===== src/rtl/q_cycle_sequencer.sv =====
// Four-phase (Q1..Q4) instruction-cycle sequencer with forced-NOP startup/flush, sleep/wake and hold.
// Strobes decode combinationally from registered phase/state; hold freezes all state and zeroes every strobe.
module q_cycle_sequencer #(
   parameter int STARTUP_NOPS = 1,
   parameter int INSTR_CNT_W  = 16
) (
   input  logic                   clk,
   input  logic                   rst_n,
   input  logic                   hold,
   input  logic                   branch_taken,
   input  logic                   sleep_req,
   input  logic                   wake,
   output logic [1:0]             q_phase,
   output logic                   decode_en,
   output logic                   data_rd_en,
   output logic                   exec_en,
   output logic                   wr_en,
   output logic                   instr_rd_en,
   output logic                   incr_pc_en,
   output logic                   pc_load_en,
   output logic                   nop_force,
   output logic                   sleeping,
   output logic [INSTR_CNT_W-1:0] instr_count
);

   typedef enum logic [1:0] {
      ST_STARTUP = 2'd0,
      ST_RUN     = 2'd1,
      ST_FLUSH   = 2'd2,
      ST_SLEEP   = 2'd3
   } state_t;

   localparam logic [1:0] LP_NOPS = 2'(STARTUP_NOPS);

   state_t                 r_state;
   state_t                 w_state_nxt;
   logic [1:0]             r_phase;
   logic [1:0]             w_phase_nxt;
   logic [1:0]             r_nop_cnt;
   logic [1:0]             w_nop_nxt;
   logic [1:0]             w_nop_inc;
   logic [INSTR_CNT_W-1:0] r_instr_count;
   logic [INSTR_CNT_W-1:0] w_cnt_nxt;

   logic w_q4;
   logic w_act;
   logic w_decode;
   logic w_data_rd;
   logic w_exec;
   logic w_wr;
   logic w_instr_rd;
   logic w_incr_pc;
   logic w_pc_load;
   logic w_nop_force;
   logic w_sleeping;

   always_ff @(posedge clk) begin
      if (!rst_n) begin
         r_state       <= ST_STARTUP;
         r_phase       <= 2'd0;
         r_nop_cnt     <= 2'd0;
         r_instr_count <= '0;
      end else begin
         r_state       <= w_state_nxt;
         r_phase       <= w_phase_nxt;
         r_nop_cnt     <= w_nop_nxt;
         r_instr_count <= w_cnt_nxt;
      end
   end

   assign w_q4      = (r_phase == 2'd3);
   assign w_nop_inc = r_nop_cnt + 2'd1;

   always_comb begin
      w_state_nxt = r_state;
      w_phase_nxt = r_phase;
      w_nop_nxt   = r_nop_cnt;
      w_cnt_nxt   = r_instr_count;
      if (!hold) begin
         if (r_state == ST_SLEEP) begin
            w_phase_nxt = 2'd0;
            if (wake) begin
               w_state_nxt = ST_RUN;
            end
         end else begin
            w_phase_nxt = r_phase + 2'd1;
            if (w_q4) begin
               case (r_state)
                  ST_STARTUP: begin
                     w_nop_nxt = w_nop_inc;
                     if (w_nop_inc == LP_NOPS) begin
                        w_state_nxt = ST_RUN;
                     end
                  end
                  ST_RUN: begin
                     w_cnt_nxt = r_instr_count + 1'b1;
                     // branch redirect outranks a concurrent sleep request
                     if (branch_taken) begin
                        w_state_nxt = ST_FLUSH;
                     end else if (sleep_req) begin
                        w_state_nxt = ST_SLEEP;
                     end
                  end
                  ST_FLUSH: begin
                     w_state_nxt = sleep_req ? ST_SLEEP : ST_RUN;
                  end
                  default: begin
                     w_state_nxt = r_state;
                  end
               endcase
            end
         end
      end
   end

   assign w_act = rst_n & ~hold;

   always_comb begin
      w_decode    = 1'b0;
      w_data_rd   = 1'b0;
      w_exec      = 1'b0;
      w_wr        = 1'b0;
      w_instr_rd  = 1'b0;
      w_incr_pc   = 1'b0;
      w_pc_load   = 1'b0;
      w_nop_force = 1'b0;
      w_sleeping  = 1'b0;
      case (r_state)
         ST_RUN: begin
            w_decode   = (r_phase == 2'd0);
            w_data_rd  = (r_phase == 2'd1);
            w_exec     = (r_phase == 2'd2);
            w_wr       = w_q4;
            w_instr_rd = w_q4;
            w_incr_pc  = w_q4 & ~branch_taken;
            w_pc_load  = w_q4 & branch_taken;
         end
         ST_STARTUP, ST_FLUSH: begin
            w_nop_force = 1'b1;
            w_instr_rd  = w_q4;
            w_incr_pc   = w_q4;
         end
         default: begin
            w_sleeping = 1'b1;
         end
      endcase
   end

   assign q_phase     = r_phase;
   assign decode_en   = w_decode   & w_act;
   assign data_rd_en  = w_data_rd  & w_act;
   assign exec_en     = w_exec     & w_act;
   assign wr_en       = w_wr       & w_act;
   assign instr_rd_en = w_instr_rd & w_act;
   assign incr_pc_en  = w_incr_pc  & w_act;
   assign pc_load_en  = w_pc_load  & w_act;
   assign nop_force   = w_nop_force;
   assign sleeping    = w_sleeping;
   assign instr_count = r_instr_count;

endmodule


===== config.mk =====
export PLATFORM = sky130hd
export DESIGN_NAME = q_cycle_sequencer
export DESIGN_NICKNAME = d
export VERILOG_FILES = /design/src/rtl/q_cycle_sequencer.sv
export SDC_FILE = /design/constraint.sdc
export NUM_CORES = 1
export LEC_CHECK = 0
export BUFFER_PORTS_ARGS = -buffer_cell sky130_fd_sc_hd__buf_2
export CORE_MARGIN = 2
export CORE_UTILIZATION = 45
export CTS_CLUSTER_DIAMETER = 40
export DETAILED_ROUTE_END_ITERATION = 6
export GPL_TIMING_DRIVEN = 0
export HOLD_SLACK_MARGIN = 0.06
export PLACE_DENSITY = 0.69
export SYNTH_ARGS = -nofsm -noshare
export SYNTH_HDL_FRONTEND = slang
export SYNTH_SLANG_ARGS = --single-unit

===== constraint.sdc =====
create_clock -name clk -period 2.4 [get_ports clk]
set_clock_uncertainty 0.2 [all_clocks]
set_input_delay 0.12 -clock clk [delete_from_list [all_inputs] [get_ports clk]]
set_output_delay 0.12 -clock clk [all_outputs]
set_load 0.005 [all_outputs]

# ---- After elaboration in Yosys (flattened, before gate mapping)
# Index checks and enable logic that the tools add are counted.
# W data, S select, Z words.
dict set report classes {
  add_sub_neg 3
  n_mul 0
  n_div 0
  order_cmp 0
  eq_ne 10
  n_shift 0
  n_mux 18
  bitwise 13
  n_reduce_logical 9
}
# operator n
set ops {}
lappend ops {{$add A16 B1 Y16 const B} 1}
lappend ops {{$mux W2} 8}
lappend ops {{$and A1 B1 Y1} 10}
lappend ops {{$eq A2 B2 Y1 const B} 4}
lappend ops {{$mux W1} 8}
lappend ops {{$reduce_and A4 Y1} 2}
lappend ops {{$eq A2 B1 Y1 const B} 3}
lappend ops {{$pmux W2 S3} 1}
lappend ops {{$reduce_and A6 Y1} 1}
lappend ops {{$add A2 B1 Y2 const B} 2}
lappend ops {{$logic_not A2 Y1} 2}
lappend ops {{$ne A4 B4 Y1 const B} 1}
lappend ops {{$reduce_bool A4 Y1} 1}
lappend ops {{$ne A3 B3 Y1 const B} 1}
lappend ops {{$not A1 Y1} 3}
lappend ops {{$reduce_or A3 Y1} 1}
lappend ops {{$ne A2 B2 Y1 const B} 1}
lappend ops {{$pmux W1 S2} 1}
lappend ops {{$reduce_bool A2 Y1} 1}
lappend ops {{$reduce_or A2 Y1} 1}
dict set report word_totals {
  register_bits 22
  latch_bits 0
  mem_bits_rw 0
  mem_bits_ro 0
  in_bits 6
  wordCells 57
  n_memories 0
}

# ---- Longest topological paths before layout
dict set report depth {
  ltp_word 6
  mapped_depth 7
}

# ---- Worst setup path after synthesis
# No wires, ideal clock.
dict set report synth_timing {
  path_kind {reg2reg}
  from {register r_state[0]}
  to {register r_instr_count[13] (netlist: instr_count[13])}
  setup_ps 71
  t_arrival_ps 1556
  required_time_ps 2129
  slack_ps 574
  stages_incl_launch_ff 7
  synth_period_minus_slack_ps 1826
  cell_sequence {dfxtp_1 -> ha_1 -> and4bb_4 -> buf_12 -> nand4_4 -> or3_1 -> a21oi_1}
}
dict set report synth_between {
  elab_chain_cells 3
  word_cells_on_any_way 4
}
# item line_no
set synth_lines {}
lappend synth_lines {{from (decl)} 35} ;# state_t r_state;
lappend synth_lines {{from (signal assigned)} 64} ;# r_state <= w_state_nxt;
lappend synth_lines {{$eq A2 B2 Y1} 80} ;# if (r_state == ST_SLEEP) begin
lappend synth_lines {{$not A1 Y1 (no source line)} -}
lappend synth_lines {{$reduce_and A4 Y1 (no source line) (*)} -}
lappend synth_lines {{to (signal assigned)} 67} ;# r_instr_count <= w_cnt_nxt;
lappend synth_lines {{to (decl)} 42} ;# logic [INSTR_CNT_W-1:0] r_instr_count;
# Mark *: on every way between the ends. The rest lies on a longest branch, timed or not.
# A chain may end at the register's enable or synchronous reset.

# ---- Final worst setup path
dict set report layout_timing {
  from {register r_state[0]}
  to {output incr_pc_en}
}
dict set report layout_between {
  elab_chain_cells 4
  word_cells_on_any_way 6
}
# item line_no
set layout_lines {}
lappend layout_lines {{$eq A2 B2 Y1 or $logic_not A2 Y1 (tied branches)} 128} ;# case (r_state)
lappend layout_lines {{$reduce_or A2 Y1} -}
lappend layout_lines {{$pmux W1 S2 (*)} 128}
lappend layout_lines {{$and A1 B1 Y1 (*)} 155} ;# assign incr_pc_en = w_incr_pc & w_act;
lappend layout_lines {{to (decl)} 19} ;# output logic incr_pc_en,
# Marks and branches as above.

==> impl_metrics.xml <==
<?xml version="1.0" encoding="UTF-8"?>
<metrics>
  <group name="power">
    <metric name="power_switching_share" unit="%">22.4</metric>
    <metric name="p_leak" unit="µW">0.000704</metric>
    <metric name="power.internal" unit="µW">443</metric>
    <metric name="power_density" unit="nW/µm²">371</metric>
    <metric name="vdd_ir_drop_max" unit="mV">0.368</metric>
    <metric name="seq_power_share" unit="%">65.1</metric>
    <metric name="net-switching-power" unit="µW">128</metric>
    <metric name="clk_network_pwr_share" unit="%">28.2</metric>
    <metric name="comb_power_share" unit="%">6.7</metric>
  </group>
  <group name="logic_synthesis">
    <metric name="synth.mux.area_fraction" unit="%">2.31</metric>
    <metric name="syn_area_per_cell" unit="µm²">8.65</metric>
    <metric name="synth_top_area_share" unit="%">33.9</metric>
    <metric name="synth_simple_gate_area_share" unit="%">28.9</metric>
    <metric name="synth_top_cell_by_area" unit="">dfxtp_1</metric>
    <metric name="synth.yosys.warnings" unit="">0</metric>
    <metric name="ys.flop_type" unit="">dfxtp_1</metric>
    <metric name="synth_xor_area_share" unit="%">6.75</metric>
    <metric name="synth_cell_types" unit="">36</metric>
    <metric name="synth_edf_count" unit="">0</metric>
    <metric name="synth-seq-cells" unit="">22</metric>
    <metric name="synth_top_family_by_area" unit="">simple AND/OR/NAND/NOR gates</metric>
    <metric name="synthesis.nets" unit="">169</metric>
    <metric name="post-synth-top-count-cell" unit="">dfxtp_1</metric>
    <metric name="synth-async-reset-ratio" unit="%">0</metric>
    <metric name="synth_adder_area_share" unit="%">12.5</metric>
    <metric name="synth-seq-area-share" unit="%">33.9</metric>
    <metric name="synth_compound_gate_area_share" unit="%">9.26</metric>
    <metric name="post_synth_inst_count" unit="">150</metric>
    <metric name="ys_top_cells_by_area" unit="">dfxtp_1, ha_1, nor2_1</metric>
    <metric name="synth_commonest_cells" unit="">dfxtp_1, nor2_1, ha_1</metric>
    <metric name="total_standard_cell_area_after_synthesis" unit="µm²">1300</metric>
  </group>
  <group name="floorplanning">
    <metric name="fp.dieArea" unit="µm²">3330</metric>
    <metric name="initial_cell_density_of_the_core" unit="%">47.1</metric>
    <metric name="floorplan.core_area" unit="µm²">2760</metric>
    <metric name="die_width" unit="µm">57.7</metric>
    <metric name="floorplan.io_pins" unit="">33</metric>
    <metric name="die_h" unit="µm">57.7</metric>
    <metric name="placementRows" unit="">19</metric>
  </group>
  <group name="run_status">
    <metric name="run_status" unit="">finished, final reports clean</metric>
  </group>
  <group name="detailed_routing">
    <metric name="routed-wl-met3" unit="µm">92</metric>
    <metric name="vias_per_cell" unit="">5.40</metric>
    <metric name="post-route-drc-count" unit="">0</metric>
    <metric name="highest_layer" unit="">met4</metric>
    <metric name="drt-total-wl" unit="µm">2670</metric>
    <metric name="routed-via-count" unit="">1177</metric>
    <metric name="routedWlPerCell" unit="µm">12.2</metric>
    <metric name="detailedRoute.firstPassIterationCount" unit="">4</metric>
    <metric name="routed-wl-met2" unit="µm">1370</metric>
    <metric name="postRouteAntennaNets" unit="">0</metric>
    <metric name="m1WireLength" unit="µm">1170</metric>
    <metric name="detail_route.iter0.violations" unit="">45</metric>
  </group>
  <group name="clock_network">
    <metric name="tritoncts" unit="">yes</metric>
    <metric name="cts_root_buffer" unit="">clkbuf_4</metric>
    <metric name="cts_max_path_buffers" unit="">2</metric>
    <metric name="worst_setup_hold_path_clk_slew" unit="ps">110</metric>
    <metric name="clk_lat_worst_skew" unit="ps">300</metric>
    <metric name="ctsResizeCount" unit="">0</metric>
    <metric name="cts_hold_buffers" unit="">2</metric>
    <metric name="cts_num_sinks" unit="">22</metric>
    <metric name="cts_post_setup_buffers_inserted" unit="">0</metric>
    <metric name="cts-buffers-inserted" unit="">3</metric>
    <metric name="htreeDepth" unit="">1</metric>
  </group>
  <group name="timing">
    <metric name="timing.final.setup_violations" unit="">0</metric>
    <metric name="final_min_period_over_clock_period" unit="%">84.1</metric>
    <metric name="worst_slew_margin_rel" unit="%">66.5</metric>
    <metric name="timing.final.hold_violations" unit="">0</metric>
    <metric name="grt_setup_unrepaired" unit="">false</metric>
    <metric name="timing.final.crit_period" unit="ps">2020</metric>
    <metric name="fin_worst_hold_slack" unit="ps">69.5</metric>
    <metric name="setup-tns-final" unit="ps">0</metric>
    <metric name="tightestPinTransition" unit="ps">502</metric>
    <metric name="drv_slew" unit="">0</metric>
    <metric name="maxClockFrequency" unit="MHz">495</metric>
  </group>
  <group name="placed_design">
    <metric name="dp_hpwl" unit="µm">2040</metric>
    <metric name="port_buffers" unit="">32</metric>
    <metric name="routabilityCongestion" unit="">0.774</metric>
  </group>
  <group name="final_layout">
    <metric name="layout-drive-gt1-share" unit="%">23.0</metric>
    <metric name="insertedDiodeCount" unit="">0</metric>
    <metric name="final_net_count" unit="">208</metric>
    <metric name="filler_cell_count" unit="">276</metric>
    <metric name="final_util" unit="%">55.8</metric>
    <metric name="area_growth_syn_to_layout" unit="%">18.6</metric>
  </group>
  <group name="grt">
    <metric name="wire_length_of_the_first_global_routing_pass" unit="µm">4540</metric>
    <metric name="grt_antenna_before_repair" unit="">0</metric>
    <metric name="grt_overflow" unit="">0</metric>
    <metric name="first_global_vias" unit="">1115</metric>
    <metric name="grt_use_total" unit="%">17.2</metric>
    <metric name="grt_start_max_net_pins" unit="">12</metric>
  </group>
  <group name="setup_path">
    <metric name="worst-endpoint-required" unit="ps">2080</metric>
    <metric name="critical_path.endpoint_type" unit="">output pin</metric>
    <metric name="worstSetupStartpointType" unit="">flip-flop</metric>
    <metric name="worst-setup-path-type" unit="">reg -&gt; out</metric>
    <metric name="worstPathMaxFanout" unit="">6</metric>
    <metric name="timing.critical_path.arrival" unit="ps">1700</metric>
  </group>
  <group name="run">
    <metric name="maxCapViolations" unit="">0</metric>
  </group>
  <group name="worst_hold_path">
    <metric name="hp-class" unit="">in -&gt; reg</metric>
  </group>
</metrics>
-- per-layer routing --
layer  vias to the layer above  global-route usage [%]
met2                        26                    32.6
met5                         -                       0
met3                         5                    2.23
li1                        592                       -
met4                         0                    5.98
met1                       554                    19.5
-- layout make-up --
class | instances | area, µm² | share of cell area (%)
multi-input combinational | 112 | 776 | 50.4
buffer | 5 | 40.0 | 2.60
tap | 31 | 38.8 | 2.52
timing repair buffer | 34 | 180 | 11.7
inverter | 11 | 41.3 | 2.68
sequential | 22 | 440 | 28.6
clock buffer | 3 | 22.5 | 1.46
-- kinds of logic after synthesis --
group	count (synthesis)
AOI/OAI and AO/OA	20
and+or+nand+nor	66
muxes	3
xor gates and xnor gates	10
buffers and inverters	16
DFF	22
adders and majority gates	13
-- critical path, stage by stage (launching register included) --
cell and delay [ps]:
dfxtp_1 440, inv_1 120, ha_1 240, or2_2 290
o21a_1 190, buf_2 120
-- power by group through the flow --
| stage | Combinational [µW] | Sequential (µW) | Clock, µW |
|---|---|---|---|
| 2_1_floorplan | 19.9 | 379 | 0 |
| 3_3_place_gp | 34.5 | 380 | 0 |
| 3_5_place_dp | 36.1 | 380 | 0 |
| 4_1_cts | 38.8 | 371 | 164 |
| 5_1_grt | 44.6 | 372 | 186 |
| 6_report | 38.4 | 371 | 161 |
-- flip-flops by register name, summed over array words and instances, names as in the netlist --
name	cells
instr_count	16
q_phase	2
r_nop_cnt	2
r_state	2
-- placed cells by master (no fill, tap or decap), types with 5 or more instances in the layout --
cell / Yosys / layout
and2_1: 5 / 5
xor2_1: 7 / 7
nor3_1: 5 / 5
nand2_1: 6 / 6
a21oi_1: 9 / 9
inv_1: 11 / 11
nand3_1: 7 / 7
nor2_1: 17 / 17
buf_2: 1 / 33
dfxtp_1: 22 / 22
ha_1: 13 / 13
and3_1: 6 / 6
-- stage by stage --
stage	std cells	instance area, µm²	total power [µW]	setup WS (ps)
6_report	218	1540	570	380
5_1_grt	218	1540	603	253
4_1_cts	218	1540	575	374
3_5_place_dp	213	1500	416	433
3_3_place_gp	213	1500	414	472
2_1_floorplan	150	1300	399	574
-- final timing paths --
path,from,end,slack [ps],depth (start not counted)
min,sleep_req,r_state[1],70,5
max reg2reg,q_phase[0],instr_count[11],420,6
min reg2reg,instr_count[15],instr_count[15],300,2
max,r_state[0],incr_pc_en,380,5
(Power assumes the default switching activity.)
